### config.mk
export PLATFORM = sky130hd
export DESIGN_NAME = exec_ctrl
export DESIGN_NICKNAME = d
export VERILOG_FILES = /design/src/rtl/exec_ctrl.sv
export SDC_FILE = /design/constraint.sdc
export NUM_CORES = 1
export LEC_CHECK = 0
export CORE_MARGIN = 2
export CORE_UTILIZATION = 43
export CTS_CLUSTER_SIZE = 25
export DETAILED_ROUTE_END_ITERATION = 8
export PLACE_DENSITY_LB_ADDON = 0.12
export SYNTH_ARGS = -nofsm -noshare
export SYNTH_HDL_FRONTEND = slang
export SYNTH_SLANG_ARGS = --single-unit
### constraint.sdc
create_clock -name clk -period 3.3 [get_ports clk]
set_input_delay 0.495 -clock clk [delete_from_list [all_inputs] [get_ports clk]]
set_output_delay 0.495 -clock clk [all_outputs]
set_load 0.005 [all_outputs]
### src/rtl/exec_ctrl.sv
// exec_ctrl: run / halt / single-step controller producing the core clock-enable.
// Breakpoint compare and the bp_hit flag exist only when EXEC_CTRL_BP_EN is defined.
module exec_ctrl (
    input  logic        clk,
    input  logic        reset,
    input  logic        run_req,
    input  logic        halt_req,
    input  logic        step_req,
    input  logic        cnt_clr,
    input  logic        phase,
    input  logic [11:0] pc,
    input  logic [11:0] bp_addr,
    input  logic        bp_valid,
    output logic        core_en,
    output logic        halted,
    output logic        step_done,
    output logic        bp_hit,
    output logic [15:0] cycle_count
);

    typedef enum logic [1:0] {
        ST_HALT = 2'd0,
        ST_RUN  = 2'd1,
        ST_STEP = 2'd2
    } state_e;

    state_e      state_q, state_d;
    logic        pend_halt_q, pend_halt_d;
    logic        skip_bp_q, skip_bp_d;
    logic        bp_hit_q, bp_hit_d;
    logic        step_done_q, step_done_d;
    logic [15:0] count_q, count_d;

    logic        boundary;
    logic        bp_match;
    logic        stop_req;
    logic        en;

    assign boundary = ~phase;

`ifdef EXEC_CTRL_BP_EN
    assign bp_match = bp_valid & (pc == bp_addr) & ~skip_bp_q;
`else
    logic unused_bp;
    assign unused_bp = ^{bp_valid, bp_addr};
    assign bp_match  = 1'b0;
`endif

    // A stop only takes effect on a fetch cycle, so the fetch itself is suppressed.
    assign stop_req = boundary & (halt_req | pend_halt_q | bp_match);

    always_comb begin
        state_d     = state_q;
        pend_halt_d = pend_halt_q;
        skip_bp_d   = skip_bp_q;
        bp_hit_d    = bp_hit_q;
        step_done_d = 1'b0;
        en          = 1'b0;
        case (state_q)
            ST_HALT: begin
                if (step_req) begin
                    state_d  = ST_STEP;
                    bp_hit_d = 1'b0;
                end else if (run_req) begin
                    state_d   = ST_RUN;
                    skip_bp_d = 1'b1;
                    bp_hit_d  = 1'b0;
                end
            end
            ST_RUN: begin
                if (stop_req) begin
                    state_d     = ST_HALT;
                    pend_halt_d = 1'b0;
                    if (bp_match) begin
                        bp_hit_d = 1'b1;
                    end
                end else begin
                    en        = 1'b1;
                    skip_bp_d = 1'b0;
                    if (halt_req & phase) begin
                        pend_halt_d = 1'b1;
                    end
                end
            end
            ST_STEP: begin
                en = 1'b1;
                if (phase) begin
                    state_d     = ST_HALT;
                    step_done_d = 1'b1;
                end
            end
            default: begin
                state_d = ST_HALT;
            end
        endcase
    end

    assign core_en = en & ~reset;

    // Saturating count of enabled cycles; clear wins over increment.
    always_comb begin
        count_d = count_q;
        if (cnt_clr) begin
            count_d = 16'h0000;
        end else if (core_en && (count_q != 16'hFFFF)) begin
            count_d = count_q + 16'd1;
        end
    end

    always_ff @(posedge clk) begin
        if (reset) begin
            state_q     <= ST_HALT;
            pend_halt_q <= 1'b0;
            skip_bp_q   <= 1'b0;
            bp_hit_q    <= 1'b0;
            step_done_q <= 1'b0;
            count_q     <= 16'h0000;
        end else begin
            state_q     <= state_d;
            pend_halt_q <= pend_halt_d;
            skip_bp_q   <= skip_bp_d;
            bp_hit_q    <= bp_hit_d;
            step_done_q <= step_done_d;
            count_q     <= count_d;
        end
    end

    assign halted      = (state_q == ST_HALT);
    assign step_done   = step_done_q;
    assign cycle_count = count_q;

`ifdef EXEC_CTRL_BP_EN
    assign bp_hit = bp_hit_q;
`else
    assign bp_hit = 1'b0;
`endif

endmodule

==> results of run 1 <==
worst max-delay path, delay by kind of cell:
family,cells,cell delay [ps]
buf+inv,2,1020
compound gates,2,410
power by group through the flow:
| stage | clock network (mW) | logic, mW | registers, mW |
|---|---|---|---|
| floorplan | 0 | 0.0353 | 0.253 |
| global placement | 0 | 0.0540 | 0.253 |
| detailed placement | 0 | 0.0550 | 0.254 |
| CTS | 0.151 | 0.0558 | 0.248 |
| global route | 0.161 | 0.0623 | 0.249 |
| finish | 0.143 | 0.0555 | 0.248 |
metal layers:
metal  part of all wire (%)  routed length, um  vias up
met3                    2.5                 55        2
li1                       -                  -      504
met2                     47               1050       13
met5                      0                  0        -
met4                   0.68                 15        0
met1                     49               1090      471
per-stage QoR:
step,std cells,util (%),hold slack [ps],cell area (um^2),power (mW)
after floorplan,124,-,479,1070,0.288
after global placement,175,55.2,492,1330,0.307
after detailed placement,175,55.2,502,1330,0.308
after CTS,179,56.7,519,1370,0.455
after global routing,179,56.7,546,1370,0.473
final,179,56.7,514,1370,0.446
Yosys cell counts, types with 2 or more instances:
master,count
ha_1,4
nand2_1,11
nand4_1,8
xor2_1,4
dfxtp_1,20
and2_1,2
or2_2,2
nor2_1,12
o21ai_0,4
a21oi_1,6
or3_1,2
nor2b_1,2
mux2i_1,3
o31ai_1,2
clkbuf_1,2
a31oi_1,3
buf_6,2
nand3_1,5
and3_1,5
a41o_1,2
inv_1,5
cells by family (layout without fill, tap and decap cells):
kind of cell	Yosys count	after routing	synth area share [%]
simple gates	55	55	27.3
fa+ha+maj	4	4	4.67
xor+xnor	5	5	4.08
buf+inv	10	35	5.25
flops	20	20	37.3
other cells	1	1	0.350
mux	3	3	2.80
compound gates	26	26	18.2
how the worst min path moves through the flow:
stage	from	endpoint	slack [ps]	cells after the start
final	cycle_count[14]	cycle_count[14]	510	2
after global routing	pend_halt_q	pend_halt_q	550	2
after CTS	cycle_count[14]	cycle_count[14]	520	2
after detailed placement	cycle_count[14]	cycle_count[14]	500	2
after global placement	cycle_count[14]	cycle_count[14]	490	2
after floorplan	state_q[1]	state_q[1]	480	2
registers in the layout (all words and copies together) (netlist names):
register,count
state_q,2
step_done,1
pend_halt_q,1
cycle_count,16
final cells by class:
type,count,area (um^2)
flip-flops and latches,20,400
fillers,227,1040
multi-input cells,94,616
clock buffers,4,36.3
inverters,5,18.8
well taps,30,37.5
repair buffers,26,258
layout by cell type, fill, tap and decap left out, types with 3 or more instances in the layout:
cell	synthesis	routed
clkdlybuf4s50_1	0	25
dfxtp_1	20	20
nor2_1	12	12
nand2_1	11	11
nand4_1	8	8
a21oi_1	6	6
inv_1	5	5
and3_1	5	5
nand3_1	5	5
o21ai_0	4	4
xor2_1	4	4
ha_1	4	4
a31oi_1	3	3
mux2i_1	3	3
clkbuf_4	0	3
==> metrics, run 1 <==
first-pass GRT wire length=3800 um; Post-CTS Setup Inserts=0; Primary FF master, synth=dfxtp_1; routed vias=between 900 and 1k; final wirelength=2220 um; Final min period=2430 ps; Seq cells post-synth=20; met1 usage=between 20% and 30%; Int Power=~340 uW; CTS Buffer Depth=2; # setup viols final=0; GR peak layer=met2; Post-Syn Area per Cell=slightly below 9 um^2; Num CTS Buffers=3; worst vdd ir=~0.00021 V; Area Overhead vs Synth=27.4%; status=finished, final reports clean; Synth Cell Area=roughly 1100 um^2; post-DP HPWL=between 1500 and 2000 um; synthesized instance count=approximately 120; Area contributors post-synth=dfxtp_1 37%, ha_1 4.7%, nand4_1 4.7%; Worst-path clk slew=about 110 ps; post-synthesis sequential area ratio=approximately 37%; part of the power in the clock network=between 30% and 40%; Max-slew headroom=62.1%; worst setup margin=between 800 and 900 ps; Ports=52; Worst Path Arrival=between 1500 and 2000 ps; crit-path max cell delay=510 ps; row count=18; PortBufs=25; required time worst endpoint=around 2800 ps; HP Class=reg -> reg; Switching Fraction=between 20% and 30%; clock latency at the later pin of the worst-skew pair=approximately 300 ps; CTS Root Cell=clkbuf_4; gr ovfl total=0; fmax=slightly above 0.4 GHz; WS Path Type=in -> out; reg2reg path depth=8; Core Box Area=2410 um^2; CTS sink cnt=20; Crit Reg-Reg Startpoint=state_q[0]; Post-synth EDFFs=0; Lkg Pwr=roughly 0.54 nW; count of pins over their slew limit=0; wire per inst=12.4 um; Setup Skew=between 3 and 4 ps; Yosys cell types=39; residual DRC count=0; Pwr per Cell Area=about 330 nW/um^2; First-pass DRT Iterations=4; Setup crit end kind=primary output; most used cell, CP=clkdlybuf4s50_1; Yosys top cell by area=dfxtp_1; Critical Path, Cell by Cell=clkdlybuf4s50_1, o21bai_1, o2111a_1, clkdlybuf4s50_1; max cap viols=0; Setup crit end=core_en; Hold Buf Count CTS=0; reg2reg setup slack=~1300 ps; die area=approximately 2900 um^2; Ys Warns=0; Die Y=between 50 and 60 um; share of the synthesized area in the top cell type=37.3%; ant diodes=0; CP Launch Type=input port; Detailed Route Iter0 Violations=11; Hold Vio Cnt, Final=0; Setup WS pre-CTS=~870 ps; Least-Margin Pin Slew=approximately 570 ps; initial antenna violation count=0; Crit-path slowest cell=clkdlybuf4s50_1; total track usage=roughly 18%; share of layout cells above drive strength 1=9.40%; met2 usage=approximately 30%; die width=between 50 and 60 um; nets=between 150 and 200; reg2reg end=cycle_count[14]; Starting Density=roughly 44%; largest net degree at the start of global routing=13; Synthesized Nets=160; Sw Pwr=roughly 110 uW; antenna-violating nets left=0; post-route clock period utilization=approximately 74%; sequential share of power=a little under three fifths; Setup crit start=phase; RD Place Congestion=0.747; Fin Setup TNS=0 ps; routing usage on met3=under 10%; CTS tree=yes; PostCTS Resize Cnt=0; H-tree levels=1; Via-to-Cell Ratio=approximately 5.5; RSZ-0062 raised after global routing=false; number of global-route vias before repair=around 900; worst-path fanout max=4; asr flop ratio synth=0%; Logic pwr share=12.4%
No activity file was read; power rests on OpenSTA's default activity.
==> run 2, diff against run 1 <==
--- a/config.mk
+++ b/config.mk
@@ -6,7 +6,7 @@
 export NUM_CORES = 1
 export LEC_CHECK = 0
 export CORE_MARGIN = 2
-export CORE_UTILIZATION = 43
+export CORE_UTILIZATION = 36
 export CTS_CLUSTER_SIZE = 25
 export DETAILED_ROUTE_END_ITERATION = 8
 export PLACE_DENSITY_LB_ADDON = 0.12
==> constraint.sdc (replaced) <==
create_clock -name clk -period 2 [get_ports clk]
set_input_delay 0.3 -clock clk [delete_from_list [all_inputs] [get_ports clk]]
set_output_delay 0.3 -clock clk [all_outputs]
set_load 0.005 [all_outputs]
==> run 2 against run 1 <==
Compared with the run above:
- clock skew down 3.0 ps
- critical path depth is 1 higher
- clock-buffer cell count unchanged
- flip-flop and latch count did not move
- sequential power is 65% higher
- combinational power up 84%
- hold slack worse by 2.9 ps
- final area rose by 6.2%
- cell count rose by 6.1%
- die area is 18% higher
- critical endpoint unchanged
- largest power group unchanged
- highest routed layer unchanged
==> metrics, run 2 (synthesized netlist as in run 1, its figures left out) <==
Logic pwr share=about 14%; delay-heaviest family, CP=flip-flops; RSZ-0062 raised after global routing=false; initial antenna violation count=0; Starting Density=38.6%; number of global-route vias before repair=roughly 1000; Num CTS Buffers=3; CTS tree=yes; most frequent cells in the layout=24 x clkdlybuf4s50_1, 18 x dfxtp_1, 12 x nor2_1; routed vias=approximately 1.0k; nets=around 200; commonest non-fill, non-tap cell in the layout=clkdlybuf4s50_1; PortBufs=25; required time worst endpoint=between 1500 and 2000 ps; HP Class=reg -> reg; CP Launch Type=register; # setup viols final=0; sequential share of power=a little over half; Placement Cell Area=approximately 1400 um^2; first-pass GRT wire length=4130 um; post-route clock period utilization=about 94%; crit-path max cell delay=between 300 and 400 ps; CTS Buffer Depth=2; fmax=~0.53 GHz; Lkg Pwr=approximately 0.6 nW; RD Place Congestion=between 0.7 and 0.8; gr ovfl total=0; First-pass DRT Iterations=4; row count=19; status=finished, final reports clean; final wirelength=2370 um; largest net degree at the start of global routing=13; Final min period=around 1900 ps; Die Y=between 50 and 60 um; die area=3430 um^2; crit path buf inv count=2; worst hold margin=a little over 500 ps; Crit-path slowest cell=dfxtp_2; total track usage=around 16%; Detailed Route Iter0 Violations=28; worst vdd ir=around 0.00037 V; Hold Vio Cnt, Final=0; residual DRC count=0; Setup Skew=0.851 ps; share of layout cells above drive strength 1=a little under a fifth; CTS Root Cell=clkbuf_4; antenna-violating nets left=0; Int Power=about 570 uW; Critical Path, Cell by Cell=inv_1, ha_2, or2_2, o2111a_2, clkdlybuf4s15_1; design area=~1500 um^2; Core Box Area=approximately 2800 um^2; Ports=52; Setup crit end kind=primary output; clock latency at the later pin of the worst-skew pair=between 200 and 300 ps; worst-path fanout max=4; Worst-path clk slew=110 ps; Pwr per Cell Area=a little over 500 nW/um^2; part of the power in the clock network=about a third; wire per inst=around 12 um; Sw Pwr=177 uW; die width=roughly 60 um; Via-to-Cell Ratio=around 5.3; count of pins over their slew limit=0; Area Overhead vs Synth=35.4%; Worst Path Arrival=between 1500 and 2000 ps; Switching Fraction=between 20% and 30%; post-DP HPWL=around 1800 um; ant diodes=0; max reg flops=16; H-tree levels=1; max cap viols=0; Hold Buf Count CTS=0; CTS sink cnt=20; WS Path Type=reg -> out
-- run 2: final timing paths --
path                      to  cells past startpoint       startpoint  slack, ps
min          cycle_count[14]                      2  cycle_count[14]        510
min reg2reg  cycle_count[14]                      2  cycle_count[14]        510
max                  core_en                      5       state_q[0]        130
max reg2reg   cycle_count[1]                      7   cycle_count[1]        210
-- run 2: repair_timing --
action | CTS | global route
buffers inserted | 0 | 1
setup endpoints to repair | 1 | 1
gates resized for setup | 5 | 2
hold endpoints to repair | 0 | 0
pin swaps | 0 | 1
-- run 2: layout make-up --
cell class	instances	area, um^2
clock buffer	4	36.3
sequential	20	403
fill	266	1330
inverter	5	18.8
tap	31	38.8
multi-input combinational	94	622
timing repair buffer	36	333
-- run 2: stage by stage --
stage | std cells | worst slack, ps | power, mW | TNS (ps) | util [%]
floorplan | 124 | 160 | 0.476 | 0 | -
global placement | 185 | -61.8 | 0.516 | -196 | 50.3
detailed placement | 185 | -52.0 | 0.517 | -103 | 50.3
CTS | 189 | 1.85 | 0.760 | 0 | 51.8
global route | 190 | 29.5 | 0.793 | 0 | 52.2
finish | 190 | 128 | 0.747 | 0 | 52.2
-- run 2: worst reg2reg max path: stages, from the launching register on --
cell     delay, ps
dfxtp_1        360
ha_1           180
nand2_1         60
or4_4          560
o21a_4         260
buf_4          150
nand3_1         60
o21ai_0         70
-- run 2: per-layer routing --
metal	vias to the layer above	track usage, %	wire [um]
met5	-	0	0
met4	0	6.82	16
met3	2	3.08	98
met2	16	25.5	1090
met1	465	19.8	1160
li1	522	-	-
-- run 2: power by group through the flow --
stage	Clock, mW	Sequential (mW)	Combinational [mW]
after detailed placement	0	0.418	0.0987
final	0.236	0.410	0.102
after floorplan	0	0.418	0.0583
after global placement	0	0.418	0.0977
after CTS	0.249	0.410	0.100
after global routing	0.267	0.411	0.115
==> run 3, diff against run 2 <==
--- a/config.mk
+++ b/config.mk
@@ -5,7 +5,7 @@
 export SDC_FILE = /design/constraint.sdc
 export NUM_CORES = 1
 export LEC_CHECK = 0
-export CORE_MARGIN = 2
+export CORE_MARGIN = 10
 export CORE_UTILIZATION = 36
 export CTS_CLUSTER_SIZE = 25
 export DETAILED_ROUTE_END_ITERATION = 8
==> run 3 against run 2 <==
Compared with the run above:
- hold slack better by 4.6 ps
- via count down 0.60%
- worst setup slack lost 9.7 ps
- combinational power hardly changed
- clock-buffer cell count shrank 1
- clock power shrank 19%
- final area down 2.0%
- clock skew up 1.9 ps
- total power shrank 6.1%
- critical endpoint unchanged
- die area rose by 62%
==> metrics, run 3 (synthesized netlist as in run 1, its figures left out) <==
residual DRC count=0; PortBufs=25; Core Box Area=2810 um^2; Final min period=roughly 1900 ps; crit-path max cell delay=approximately 350 ps; Setup crit end=core_en; commonest non-fill, non-tap cell in the layout=clkdlybuf4s50_1; die area=5560 um^2; Setup crit start=state_q[0]; # setup viols final=0; status=finished, final reports clean; nets=~190; design area=~1400 um^2; WS Path Type=reg -> out; worst-path fanout max=4; Fin Setup TNS=0 ps; Critical Path, Cell by Cell=inv_1, ha_2, or2_2, o2111a_2, clkdlybuf4s15_1; reg2reg setup slack=130 ps; reg2reg path depth=6; CTS Buffer Depth=2; worst setup margin=between 100 and 150 ps; clock latency at the later pin of the worst-skew pair=290 ps; post-route clock period utilization=a little over nine tenths; Placement Cell Area=roughly 1400 um^2; first-pass GRT wire length=4270 um; Register Area=a little over 400 um^2; total track usage=under 10%; CTS tree=yes; number of global-route vias before repair=around 950; Crit Reg-Reg Startpoint=cycle_count[1]; CTS Root Cell=clkbuf_4; antenna-violating nets left=0; ant diodes=0; final wirelength=2570 um; die width=74.6 um; wire per inst=between 10 and 15 um; max reg flops=16; Hold Buf Count CTS=0; Power Total=approximately 700 uW; Multi-input gate area=between 600 and 700 um^2; worst hold margin=between 500 and 600 ps; initial antenna violation count=0; crit path buf inv count=2; RSZ-0062 raised after global routing=false; Area Overhead vs Synth=32.7%; H-tree levels=1; CTS sink cnt=20; placed cell count=183; Num CTS Buffers=3; HP Class=reg -> reg; # fillers=approximately 290; gr ovfl total=0; Worst Path Arrival=~1600 ps; Setup crit end kind=primary output; First-pass DRT Iterations=4; most frequent cells in the layout=24 x clkdlybuf4s50_1, 18 x dfxtp_1, 12 x nor2_1; Ports=52; CP Launch Type=register; Detailed Route Iter0 Violations=64; Via-to-Cell Ratio=5.34; Die Y=74.6 um; Starting Density=38.2%; post-DP HPWL=a little under 2000 um; Lkg Pwr=~0.57 nW; Pwr per Cell Area=493 nW/um^2; WP depth=5; max cap viols=0; count of pins over their slew limit=0; worst vdd ir=roughly 0.00024 V; share of layout cells above drive strength 1=16.7%; fmax=0.531 GHz; final core occ=between 50 and 60%; final std cells w/o fill=roughly 190; Hold Vio Cnt, Final=0; Worst-path clk slew=~110 ps; largest net degree at the start of global routing=13; required time worst endpoint=roughly 1700 ps; reg2reg end=cycle_count[5]; row count=19; RD Place Congestion=0.760; Setup WS pre-CTS=-63.1 ps; Crit-path slowest cell=dfxtp_2; Setup Skew=about 2.7 ps; delay-heaviest family, CP=flip-flops; routed vias=between 900 and 1k
-- run 3: power breakdown --
| group | switching, mW | leakage, nW | internal [mW] |
|---|---|---|---|
| Clock | 0.120 | 0.0138 | 0.0701 |
| Combinational | 0.0478 | 0.397 | 0.0534 |
| Sequential | 0.00410 | 0.162 | 0.406 |
| Total | 0.172 | 0.573 | 0.529 |
-- run 3: cell type report --
class / instances / area share (%)
inverters: 5 / 1.32
flip-flops and latches: 20 / 28.3
repair buffers: 34 / 22.3
well taps: 31 / 2.73
multi-input cells: 94 / 43.7
clock buffers: 3 / 1.58
-- run 3: tightest hold or removal path: cells and delay by family, from the launching register on --
kind,cells,cell delay (ps)
compound gates,1,60
flops,1,360
simple gates,1,70
-- run 3: what timing repair did --
action / CTS / global route
cloned: 0 / 0
pin swaps: 1 / 0
gates resized for setup: 4 / 3
setup buffers: 0 / 1
setup endpoints to repair: 1 / 1
-- run 3: how the worst min path moves through the flow --
stage                          startpoint               to  slack (ps)  depth (start not counted)
after global routing       cycle_count[5]   cycle_count[5]         550                          2
after global placement    cycle_count[14]  cycle_count[14]         490                          2
final                          state_q[1]       state_q[1]         520                          2
after CTS                      state_q[1]       state_q[1]         520                          2
after detailed placement   cycle_count[5]   cycle_count[5]         510                          2
after floorplan                     reset       state_q[1]         370                          1
-- run 3: per-layer routing --
layer	vias up	GRT usage [%]	wire length, um
met5	-	0	0
met4	0	4.20	17
met3	2	2.66	131
met2	20	16.4	1230
met1	458	11.2	1190
li1	519	-	-
